**src/rtl/mac_dot_sequencer_if.sv**
```systemverilog
// Command, operand-memory, MAC and result signals of mac_dot_sequencer.
// master = sequencer side, slave = surrounding system (memories, MAC, command/result user).
interface mac_dot_sequencer_if #(
    parameter int unsigned A_WIDTH    = 18,
    parameter int unsigned RES_WIDTH  = 48,
    parameter int unsigned ADDR_WIDTH = 10,
    parameter int unsigned LEN_WIDTH  = 8
);
    logic                  START;
    logic [ADDR_WIDTH-1:0] CMD_BASE;
    logic [LEN_WIDTH-1:0]  CMD_LEN;
    logic                  CMD_SUB;
    logic                  CMD_ACC;
    logic                  BUSY;
    logic [ADDR_WIDTH-1:0] OP_ADDR;
    logic [A_WIDTH-1:0]    OPA_DATA;
    logic [A_WIDTH-1:0]    OPB_DATA;
    logic [A_WIDTH-1:0]    MAC_A;
    logic [A_WIDTH-1:0]    MAC_B;
    logic                  MAC_LOAD;
    logic                  MAC_SUB;
    logic [RES_WIDTH-1:0]  MAC_RES;
    logic                  RES_VALID;
    logic                  RES_READY;
    logic [RES_WIDTH-1:0]  RESULT;
    logic                  SAT;

    modport master (
        input  START, CMD_BASE, CMD_LEN, CMD_SUB, CMD_ACC,
        input  OPA_DATA, OPB_DATA, MAC_RES, RES_READY,
        output BUSY, OP_ADDR, MAC_A, MAC_B, MAC_LOAD, MAC_SUB,
        output RES_VALID, RESULT, SAT
    );

    modport slave (
        output START, CMD_BASE, CMD_LEN, CMD_SUB, CMD_ACC,
        output OPA_DATA, OPB_DATA, MAC_RES, RES_READY,
        input  BUSY, OP_ADDR, MAC_A, MAC_B, MAC_LOAD, MAC_SUB,
        input  RES_VALID, RESULT, SAT
    );
endinterface

```
**src/rtl/mac_dot_sequencer.sv**
```systemverilog
// Sequences a 2-stage signed MAC over N operand pairs and returns the accumulator.
// Optional result saturation to SAT_WIDTH bits: define MAC_SEQ_SAT_EN.
module mac_dot_sequencer #(
    parameter int unsigned A_WIDTH    = 18,
    parameter int unsigned RES_WIDTH  = 48,
    parameter int unsigned ADDR_WIDTH = 10,
    parameter int unsigned LEN_WIDTH  = 8,
    parameter int unsigned SAT_WIDTH  = 32
) (
    input  logic                 CLK,
    input  logic                 RST_N,
    mac_dot_sequencer_if.master  bus
);
    typedef enum logic [1:0] {
        S_IDLE,
        S_ISSUE,
        S_WAIT,
        S_DONE
    } state_t;

    state_t                state_q, state_d;
    logic [ADDR_WIDTH-1:0] addr_q, addr_d;
    logic [LEN_WIDTH-1:0]  len_q, len_d;
    logic [LEN_WIDTH-1:0]  cnt_q, cnt_d;
    logic                  load_q, load_d;
    logic                  sub_q, sub_d;
    logic                  issue_vld_q, issue_vld_d;
    logic                  op_vld_q;
    logic [1:0]            wait_q, wait_d;
    logic [RES_WIDTH-1:0]  result_q, result_d;
    logic                  sat_q, sat_d;
    logic                  last_term;
    logic [RES_WIDTH-1:0]  cap_val;
    logic                  cap_sat;

    if (SAT_WIDTH < 2 || SAT_WIDTH >= RES_WIDTH) begin : g_sat_width_bad
        $error("SAT_WIDTH must lie in [2, RES_WIDTH)");
    end

    // N=0 behaves as a single zero-operand term, so it is always the last one.
    assign last_term = (len_q == '0) || (cnt_q == len_q - LEN_WIDTH'(1));

`ifdef MAC_SEQ_SAT_EN
    logic [RES_WIDTH-SAT_WIDTH:0] res_hi;
    logic [RES_WIDTH-1:0]         sat_max;

    always_comb begin
        res_hi  = bus.MAC_RES[RES_WIDTH-1:SAT_WIDTH-1];
        sat_max = '0;
        sat_max[SAT_WIDTH-2:0] = '1;
        cap_sat = !((&res_hi) || !(|res_hi));
        if (!cap_sat) begin
            cap_val = bus.MAC_RES;
        end else if (bus.MAC_RES[RES_WIDTH-1]) begin
            cap_val = ~sat_max;
        end else begin
            cap_val = sat_max;
        end
    end
`else
    assign cap_val = bus.MAC_RES;
    assign cap_sat = 1'b0;
`endif

    always_comb begin
        state_d     = state_q;
        addr_d      = addr_q;
        len_d       = len_q;
        cnt_d       = cnt_q;
        load_d      = load_q;
        sub_d       = sub_q;
        issue_vld_d = 1'b0;
        wait_d      = wait_q;
        result_d    = result_q;
        sat_d       = sat_q;
        unique case (state_q)
            S_IDLE: begin
                load_d = 1'b1;
                sub_d  = 1'b0;
                if (bus.START) begin
                    state_d     = S_ISSUE;
                    addr_d      = bus.CMD_BASE;
                    len_d       = bus.CMD_LEN;
                    cnt_d       = '0;
                    load_d      = bus.CMD_ACC;
                    sub_d       = bus.CMD_SUB;
                    issue_vld_d = (bus.CMD_LEN != '0);
                end
            end
            S_ISSUE: begin
                if (last_term) begin
                    state_d = S_WAIT;
                    load_d  = 1'b1;
                    sub_d   = 1'b0;
                    wait_d  = '0;
                end else begin
                    addr_d      = addr_q + ADDR_WIDTH'(1);
                    cnt_d       = cnt_q + LEN_WIDTH'(1);
                    load_d      = 1'b1;
                    issue_vld_d = 1'b1;
                end
            end
            // Three cycles cover memory latency plus the two MAC pipeline stages.
            S_WAIT: begin
                wait_d = wait_q + 2'd1;
                if (wait_q == 2'd2) begin
                    state_d  = S_DONE;
                    result_d = cap_val;
                    sat_d    = cap_sat;
                end
            end
            S_DONE: begin
                if (bus.RES_READY) begin
                    state_d = S_IDLE;
                end
            end
            default: state_d = S_IDLE;
        endcase
    end

    always_ff @(posedge CLK or negedge RST_N) begin
        if (!RST_N) begin
            state_q     <= S_IDLE;
            addr_q      <= '0;
            len_q       <= '0;
            cnt_q       <= '0;
            load_q      <= 1'b1;
            sub_q       <= 1'b0;
            issue_vld_q <= 1'b0;
            op_vld_q    <= 1'b0;
            wait_q      <= '0;
            result_q    <= '0;
            sat_q       <= 1'b0;
        end else begin
            state_q     <= state_d;
            addr_q      <= addr_d;
            len_q       <= len_d;
            cnt_q       <= cnt_d;
            load_q      <= load_d;
            sub_q       <= sub_d;
            issue_vld_q <= issue_vld_d;
            op_vld_q    <= issue_vld_q;
            wait_q      <= wait_d;
            result_q    <= result_d;
            sat_q       <= sat_d;
        end
    end

    assign bus.BUSY      = (state_q != S_IDLE);
    assign bus.RES_VALID = (state_q == S_DONE);
    assign bus.RESULT    = result_q;
    assign bus.SAT       = sat_q;
    assign bus.OP_ADDR   = addr_q;
    assign bus.MAC_LOAD  = load_q;
    assign bus.MAC_SUB   = sub_q;
    assign bus.MAC_A     = op_vld_q ? bus.OPA_DATA : '0;
    assign bus.MAC_B     = op_vld_q ? bus.OPB_DATA : '0;
endmodule

```
**src/flat_wrapper.sv**
```systemverilog
// flat-port wrapper written by rule: the top's interface ports become plain ports
module mac_dot_sequencer_flat 
#(
    parameter int unsigned A_WIDTH    = 18,
    parameter int unsigned RES_WIDTH  = 48,
    parameter int unsigned ADDR_WIDTH = 10,
    parameter int unsigned LEN_WIDTH  = 8,
    parameter int unsigned SAT_WIDTH  = 32
)
  (CLK, RST_N, bus_START, bus_CMD_BASE, bus_CMD_LEN, bus_CMD_SUB, bus_CMD_ACC, bus_OPA_DATA, bus_OPB_DATA, bus_MAC_RES, bus_RES_READY, bus_BUSY, bus_OP_ADDR, bus_MAC_A, bus_MAC_B, bus_MAC_LOAD, bus_MAC_SUB, bus_RES_VALID, bus_RESULT, bus_SAT);
  mac_dot_sequencer_if #(.A_WIDTH(A_WIDTH), .RES_WIDTH(RES_WIDTH), .ADDR_WIDTH(ADDR_WIDTH), .LEN_WIDTH(LEN_WIDTH)) bus_i ();
  input  logic CLK;
  input  logic RST_N;
  input wire logic [$bits(bus_i.START)-1:0] bus_START;
  input wire logic [$bits(bus_i.CMD_BASE)-1:0] bus_CMD_BASE;
  input wire logic [$bits(bus_i.CMD_LEN)-1:0] bus_CMD_LEN;
  input wire logic [$bits(bus_i.CMD_SUB)-1:0] bus_CMD_SUB;
  input wire logic [$bits(bus_i.CMD_ACC)-1:0] bus_CMD_ACC;
  input wire logic [$bits(bus_i.OPA_DATA)-1:0] bus_OPA_DATA;
  input wire logic [$bits(bus_i.OPB_DATA)-1:0] bus_OPB_DATA;
  input wire logic [$bits(bus_i.MAC_RES)-1:0] bus_MAC_RES;
  input wire logic [$bits(bus_i.RES_READY)-1:0] bus_RES_READY;
  output wire logic [$bits(bus_i.BUSY)-1:0] bus_BUSY;
  output wire logic [$bits(bus_i.OP_ADDR)-1:0] bus_OP_ADDR;
  output wire logic [$bits(bus_i.MAC_A)-1:0] bus_MAC_A;
  output wire logic [$bits(bus_i.MAC_B)-1:0] bus_MAC_B;
  output wire logic [$bits(bus_i.MAC_LOAD)-1:0] bus_MAC_LOAD;
  output wire logic [$bits(bus_i.MAC_SUB)-1:0] bus_MAC_SUB;
  output wire logic [$bits(bus_i.RES_VALID)-1:0] bus_RES_VALID;
  output wire logic [$bits(bus_i.RESULT)-1:0] bus_RESULT;
  output wire logic [$bits(bus_i.SAT)-1:0] bus_SAT;
  assign bus_i.START = bus_START;
  assign bus_i.CMD_BASE = bus_CMD_BASE;
  assign bus_i.CMD_LEN = bus_CMD_LEN;
  assign bus_i.CMD_SUB = bus_CMD_SUB;
  assign bus_i.CMD_ACC = bus_CMD_ACC;
  assign bus_i.OPA_DATA = bus_OPA_DATA;
  assign bus_i.OPB_DATA = bus_OPB_DATA;
  assign bus_i.MAC_RES = bus_MAC_RES;
  assign bus_i.RES_READY = bus_RES_READY;
  assign bus_BUSY = bus_i.BUSY;
  assign bus_OP_ADDR = bus_i.OP_ADDR;
  assign bus_MAC_A = bus_i.MAC_A;
  assign bus_MAC_B = bus_i.MAC_B;
  assign bus_MAC_LOAD = bus_i.MAC_LOAD;
  assign bus_MAC_SUB = bus_i.MAC_SUB;
  assign bus_RES_VALID = bus_i.RES_VALID;
  assign bus_RESULT = bus_i.RESULT;
  assign bus_SAT = bus_i.SAT;
  mac_dot_sequencer #(.A_WIDTH(A_WIDTH), .RES_WIDTH(RES_WIDTH), .ADDR_WIDTH(ADDR_WIDTH), .LEN_WIDTH(LEN_WIDTH), .SAT_WIDTH(SAT_WIDTH)) u_core (.CLK(CLK), .RST_N(RST_N), .bus(bus_i));
endmodule
```
**config.mk**
```make
export PLATFORM = sky130hd
export DESIGN_NAME = mac_dot_sequencer_flat
export DESIGN_NICKNAME = d
export VERILOG_FILES = /design/src/rtl/mac_dot_sequencer_if.sv /design/src/rtl/mac_dot_sequencer.sv /design/src/flat_wrapper.sv
export SDC_FILE = /design/constraint.sdc
export NUM_CORES = 1
export LEC_CHECK = 0
export ABC_AREA = 0
export BUFFER_PORTS_ARGS = -buffer_cell sky130_fd_sc_hd__buf_4
export CAP_MARGIN = 10
export CORE_UTILIZATION = 49
export CTS_CLUSTER_DIAMETER = 30
export DETAILED_ROUTE_END_ITERATION = 10
export PLACE_DENSITY = 0.93
export SYNTH_ARGS = -nofsm -noshare
export SYNTH_HDL_FRONTEND = slang
export SYNTH_SLANG_ARGS = --single-unit
```
**constraint.sdc**
```tcl
create_clock -name CLK -period 8 [get_ports CLK]
set_clock_uncertainty 0.05 [all_clocks]
set_input_delay 1.2 -clock CLK [delete_from_list [all_inputs] [get_ports CLK]]
set_output_delay 1.2 -clock CLK [all_outputs]
set_load 0.01 [all_outputs]
```
# [Yosys cells after proc, flatten, opt, wreduce, memory -nomap -nowiden]
# Index checks and enable logic that the tools add are counted.
[word_totals] ff_bits=82 input_bits=108 output_inout_bits=99 word_cells=60
[op_classes] addsub=4 eq_ne=10 n_mux=23 reduce_logical=13
[op_table] cell="$mux W18" count=2
[op_table] cell="$mux W10" count=2
[op_table] cell="$pmux W10 S2" count=1
[op_table] cell="$mux W8" count=2
[op_table] cell="$pmux W8 S2" count=1
[op_table] cell="$add A10 B1 Y10 const B" count=1
[op_table] cell="$mux W2" count=5
[op_table] cell="$add A8 B1 Y8 const B" count=1
[op_table] cell="$eq A8 B8 Y1" count=1
[op_table] cell="$logic_not A8 Y1" count=1
[op_table] cell="$pmux W2 S4" count=1
[op_table] cell="$reduce_and A2 Y1" count=4
[op_table] cell="$reduce_bool A8 Y1" count=1
[op_table] cell="$sub A8 B1 Y8 const B" count=1
[op_table] cell="$eq A2 B2 Y1 const B" count=3
[op_table] cell="$ne A2 B2 Y1 const B" count=3
[op_table] cell="$pmux W1 S2" count=3
[op_table] cell="$reduce_bool A2 Y1" count=3
[op_table] cell="$mux W1" count=5
[op_table] cell="$ne A2 B1 Y1 const B" count=2
[op_table] cell="$pmux W2 S2" count=1
[op_table] cell="$reduce_and A4 Y1" count=1
[op_table] cell="$reduce_and A3 Y1" count=1
[op_table] cell="$add A2 B1 Y2 const B" count=1
[op_table] cell="other kinds (3)" count=3

# [Depth between registers and ports, before layout]
[logic_depth] depth_word=5 depth_mapped=11 ltp_nobuf=9

# [Least setup slack after synthesis]
# Ideal clock, no wire load.
[synth_timing] kind="input to output" startpoint="input bus_OPA_DATA[0]" endpoint="output bus_MAC_A[0]" arrival_time_ns=1.365 t_required_ns=6.750 setup_slack_ns=5.385 stages=1 n_path_buf=0 path_cell_list="and2_1"
[synth_via] elab_chain_cells=1
[synth_rtl] element="from (decl)" line="flat_wrapper.sv:19" rtl="input wire logic [$bits(bus_i.OPA_DATA)-1:0] bus_OPA_DATA;"
[synth_rtl] element="$mux W18" line="mac_dot_sequencer.sv:156" rtl="assign bus.MAC_A = op_vld_q ? bus.OPA_DATA : '0;"
[synth_rtl] element="to (decl)" line="flat_wrapper.sv:25" rtl="output wire logic [$bits(bus_i.MAC_A)-1:0] bus_MAC_A;"
# Every way passes these cells.

# [Worst setup path after layout]
[layout_timing] startpoint="register u_core.state_q[1]" endpoint="register u_core.addr_q[6] (netlist: u_core.bus.OP_ADDR[6])"
[layout_via] elab_chain_cells=3 elab_cells_between_ends=7 classes_between="eq/ne (3); mux (1); reduce/logical (3)"
[layout_rtl] element="from (decl)" line="mac_dot_sequencer.sv:21" rtl="state_t state_q, state_d;"
[layout_rtl] element="from (signal assigned)" line="mac_dot_sequencer.sv:135" rtl="state_q <= state_d;"
[layout_rtl] element="$eq A2 B1 Y1 / $logic_not A2 Y1 (equally long branches)" line="mac_dot_sequencer.sv:76" rtl="unique case (state_q)"
[layout_rtl] element="$ne A2 B2 Y1 (no source line) / $reduce_bool A2 Y1 (equally long branches)"
[layout_rtl] element="$reduce_and A3 Y1 (no source line)"
[layout_rtl] element="to (signal assigned)" line="mac_dot_sequencer.sv:136" rtl="addr_q <= addr_d;"
[layout_rtl] element="to (decl)" line="mac_dot_sequencer.sv:22" rtl="logic [ADDR_WIDTH-1:0] addr_q, addr_d;"
# Parallel ways exist; a longest one is shown, timed or not.
# A chain may end at the register's enable or synchronous reset.

==> metrics.json <==
{
  "min_path": {
    "endpoint_of_the_worst_hold_path": "u_core.op_vld_q$_DFF_PN0_",
    "hold_path_class": "reg2reg",
    "holdCritStartpoint": "u_core.issue_vld_q$_DFF_PN0_",
    "worst_hold_path.num_cells": 0
  },
  "floorplan": {
    "die_height_um": 93,
    "ioPinCount": 207,
    "initial_core_util": 0.514,
    "fp.dieArea_mm2": 0.00865,
    "fp.dieW_um": 93,
    "row_count": 32,
    "core_area_mm2": 0.00789
  },
  "grt": {
    "maximum_number_of_pins_on_one_net_before_global_route_repair": 83,
    "grtUsageTotal": 0.251,
    "global_route_met2_utilization": 0.455,
    "gr-max-usage-layer": "met2",
    "first_global_vias": 3579,
    "groute.layer.met3.usage": 0.0577,
    "global_route.overflow_total": 0,
    "grt_antenna_before_repair": 0,
    "grt_pass1_wl_um": 16900,
    "globalRouteMet1Util": 0.286
  },
  "yosys": {
    "synth-seq-cells": 82,
    "synth_top_cell_area_share": 0.500,
    "cell_variety_after_synth": 49,
    "asyncSetResetFlopFracSynth": 1.00,
    "post_synth_most_frequent_cells": "81 x sky130_fd_sc_hd__dfrtp_1, 56 x sky130_fd_sc_hd__mux2_2, 37 x sky130_fd_sc_hd__and2_1",
    "prevailing_post_synth_register_cell": "sky130_fd_sc_hd__dfrtp_1",
    "mappedNetlistArea_mm2": 0.00406,
    "yosys.cell_count.top_type": "sky130_fd_sc_hd__dfrtp_1",
    "yosys_warnings": 0,
    "cell_types_occupying_the_most_area_after_synthesis": "sky130_fd_sc_hd__dfrtp_1 50%, sky130_fd_sc_hd__mux2_2 16%, sky130_fd_sc_hd__and2_1 5.7%",
    "syn_area_per_cell_um2": 11.5,
    "synthCells": 354,
    "synth-seq-area-share": 0.506,
    "synth_top_area_cell": "sky130_fd_sc_hd__dfrtp_1",
    "postSynthNetCount": 471,
    "count_of_flip_flops_with_a_built_in_enable_after_synthesis": 0
  },
  "setup_path": {
    "cp_slowest_cell": "sky130_fd_sc_hd__o41ai_1",
    "worstPathMaxFanout": 26,
    "timing.critical_path.from_type": "flop",
    "regToRegStartpoint": "u_core.state_q[1]$_DFFE_PN0P_",
    "crit_arrival_ns": 3.67,
    "r2r-end": "u_core.bus.OP_ADDR[6]$_DFFE_PN0P_",
    "r2r.worst_path.cells": 10,
    "worst_ep_required_time_ns": 8.23,
    "timing.critical_path.cells": "inv_1, ha_1, inv_1, a31oi_1, inv_1, o41ai_1, nor2_1, buf_4, or4b_1, nand3_1",
    "timing.reg2reg.setup_slack_ns": 4.56,
    "critical_path_class": "reg2reg",
    "end_kind": "flop",
    "critical_path.most_common_cell": "sky130_fd_sc_hd__inv_1",
    "timing.critical_path.slowest_cell_delay_ns": 0.54
  },
  "timing": {
    "whs_ns": 0.311,
    "hold_violations": 0,
    "report.final.setup_viol": 0,
    "totalNegativeSetupSlack_ns": 0,
    "maxSlewViolCount": 0,
    "slew_headroom": 0.274,
    "finalWorstPathRequiredPeriod_ns": 3.44,
    "timing_worst_slew_pin_value_ns": 1.08,
    "clock.fmax_mhz": 291,
    "setup_repair_after_global_routing_missed_its_margin": "no",
    "final_cycle_utilization_of_the_critical_path": 0.430
  },
  "clock_tree": {
    "post_cts_resized": 0,
    "cts-buffers-inserted": 9,
    "worst_skew_pair.late_latency_ns": 0.34,
    "clk_pin_slew_ns": 0.09,
    "cts.sinks": 82,
    "clockRootBuffer": "sky130_fd_sc_hd__clkbuf_8",
    "depth_of_the_cts_h_tree": 3,
    "cts_post_setup_buffers_inserted": 0,
    "maximum_count_of_clock_buffers_along_a_single_path": 2,
    "tritoncts": "done",
    "post_cts_hold_buffer_count": 0
  },
  "place": {
    "portBuffers": 205,
    "place_hpwl_um": 8110,
    "gp_routability_congestion": 0.863
  },
  "power": {
    "pwr_density_cell_mw_per_mm2": 374,
    "ir_worst_vdd_mv": 0.233,
    "total_leakage_power_nw": 2.88
  },
  "layout": {
    "multi_input_area_mm2": 0.00191,
    "post_route_cells_drive_above_1_share": 0.509,
    "fill_cells": 554,
    "fin_nets": 674,
    "seq_cell_area_mm2": 0.00205,
    "insertedDiodeCount": 0,
    "syn2layout_area_growth_pct": 45.2
  },
  "detailed_routing": {
    "final_antenna_net_count": 0,
    "drt_iter0_drc": 191,
    "totalWireLength_um": 10900,
    "route.detailed.drc": 0,
    "drt-vias-per-instance": 5.38,
    "vias": 3575,
    "drt_wl_cell_um": 16.5,
    "detailed_routing_iteration_count_for_the_pre_antenna_repair_pass": 4
  },
  "outcome": {
    "outcome": "finished clean"
  },
  "job": {
    "cap_violations": 0
  }
}
[sequential cells by signal (all words and copies together) (netlist names), 2 cells and up]
register            count
u_core.len_q            8
u_core.bus.RESULT      48
u_core.wait_q           2
u_core.state_q          2
u_core.bus.OP_ADDR     10
u_core.cnt_q            8
[layout make-up]
type                            count  area share
Sequential cell                    82       0.348
Tap cell                          102      0.0217
Inverter                           11     0.00701
Clock inverter                      6      0.0153
Timing Repair Buffer              206       0.262
Multi-Input combinational cell    247       0.324
Clock buffer                       10      0.0217
[stage by stage]
stage / util / setup WS (ns) / instances / total power [mW] / instance area [um^2]
2_1_floorplan: - / 5.39 / 354 / 1.38 / 4060
3_3_place_gp: 0.720 / 4.89 / 648 / 1.82 / 5680
3_5_place_dp: 0.720 / 4.67 / 648 / 1.88 / 5680
4_1_cts: 0.747 / 4.60 / 664 / 2.22 / 5890
5_1_grt: 0.747 / 4.25 / 664 / 2.35 / 5890
6_report: 0.747 / 4.56 / 664 / 2.21 / 5890
[cells in the final DEF (no fill, tap or decap), types with 2 or more instances in the layout]
cell type | netlist | layout
sky130_fd_sc_hd__buf_4 | 1 | 206
sky130_fd_sc_hd__dfrtp_1 | 81 | 81
sky130_fd_sc_hd__mux2_2 | 56 | 56
sky130_fd_sc_hd__and2_1 | 37 | 37
sky130_fd_sc_hd__nand2_1 | 20 | 19
sky130_fd_sc_hd__nor2_1 | 18 | 18
sky130_fd_sc_hd__nand3_1 | 13 | 13
sky130_fd_sc_hd__inv_1 | 11 | 11
sky130_fd_sc_hd__a21oi_1 | 9 | 9
sky130_fd_sc_hd__ha_1 | 9 | 9
sky130_fd_sc_hd__clkbuf_8 | 0 | 9
sky130_fd_sc_hd__mux2i_1 | 8 | 8
sky130_fd_sc_hd__o21ai_0 | 6 | 6
sky130_fd_sc_hd__and3_1 | 6 | 6
sky130_fd_sc_hd__o21ai_1 | 6 | 6
sky130_fd_sc_hd__xor2_1 | 5 | 5
sky130_fd_sc_hd__xnor2_1 | 5 | 5
sky130_fd_sc_hd__or4_1 | 4 | 4
sky130_fd_sc_hd__o32ai_1 | 4 | 4
sky130_fd_sc_hd__nor3_1 | 3 | 3
sky130_fd_sc_hd__nor2b_1 | 3 | 3
sky130_fd_sc_hd__nand4_1 | 3 | 3
sky130_fd_sc_hd__o211ai_1 | 3 | 3
sky130_fd_sc_hd__or3_1 | 3 | 3
sky130_fd_sc_hd__nand2b_1 | 2 | 2
sky130_fd_sc_hd__o41ai_1 | 2 | 2
sky130_fd_sc_hd__o22ai_1 | 2 | 2
sky130_fd_sc_hd__or4b_1 | 2 | 2
sky130_fd_sc_hd__bufinv_16 | 0 | 2
[kinds of logic (layout without fill, tap and decap cells)]
| kind of cell | after synthesis | after routing | share of synthesized area |
|---|---|---|---|
| XOR/XNOR | 10 | 10 | 0.0216 |
| flip-flops | 82 | 82 | 0.506 |
| multiplexers | 65 | 65 | 0.179 |
| other | 1 | 1 | 0.000924 |
| adder cells (fa/ha/maj) | 9 | 9 | 0.0278 |
| buffers and inverters | 25 | 233 | 0.0247 |
| AND/OR/NAND/NOR | 121 | 121 | 0.168 |
| AO/OA/AOI/OAI | 41 | 41 | 0.0718 |
[metal layers]
metal,vias up,part of all wire
li1,1644,-
met1,1723,0.36
met2,181,0.54
met3,27,0.072
met4,0,0.025
met5,-,0
[power breakdown]
part	leakage (nW)	total [mW]	internal [mW]	switching, mW
combinational	1.80	1.09	0.583	0.508
sequential	0.979	0.785	0.611	0.174
clock	0.107	0.329	0.177	0.152
total	2.88	2.21	1.37	0.834
[how the worst max path moves through the flow]
stage,startpoint,endpoint,depth (start not counted)
2_1_floorplan,bus_OPA_DATA[0],bus_MAC_A[0],1
3_3_place_gp,u_core.state_q[1]$_DFFE_PN0P_,u_core.bus.OP_ADDR[7]$_DFFE_PN0P_,10
3_5_place_dp,u_core.state_q[1]$_DFFE_PN0P_,u_core.bus.OP_ADDR[6]$_DFFE_PN0P_,10
4_1_cts,u_core.state_q[1]$_DFFE_PN0P_,u_core.bus.OP_ADDR[6]$_DFFE_PN0P_,10
5_1_grt,u_core.state_q[1]$_DFFE_PN0P_,u_core.bus.OP_ADDR[6]$_DFFE_PN0P_,10
6_report,u_core.state_q[1]$_DFFE_PN0P_,u_core.bus.OP_ADDR[6]$_DFFE_PN0P_,10
[worst max-delay path, delay by kind of cell (launching register included)]
family,cells,cell delay (ns)
buf+inv,4,0.82
flops,1,0.43
simple gates,3,0.71
compound gates,2,0.88
fa+ha+maj,1,0.49
(Power assumes the default switching activity.)
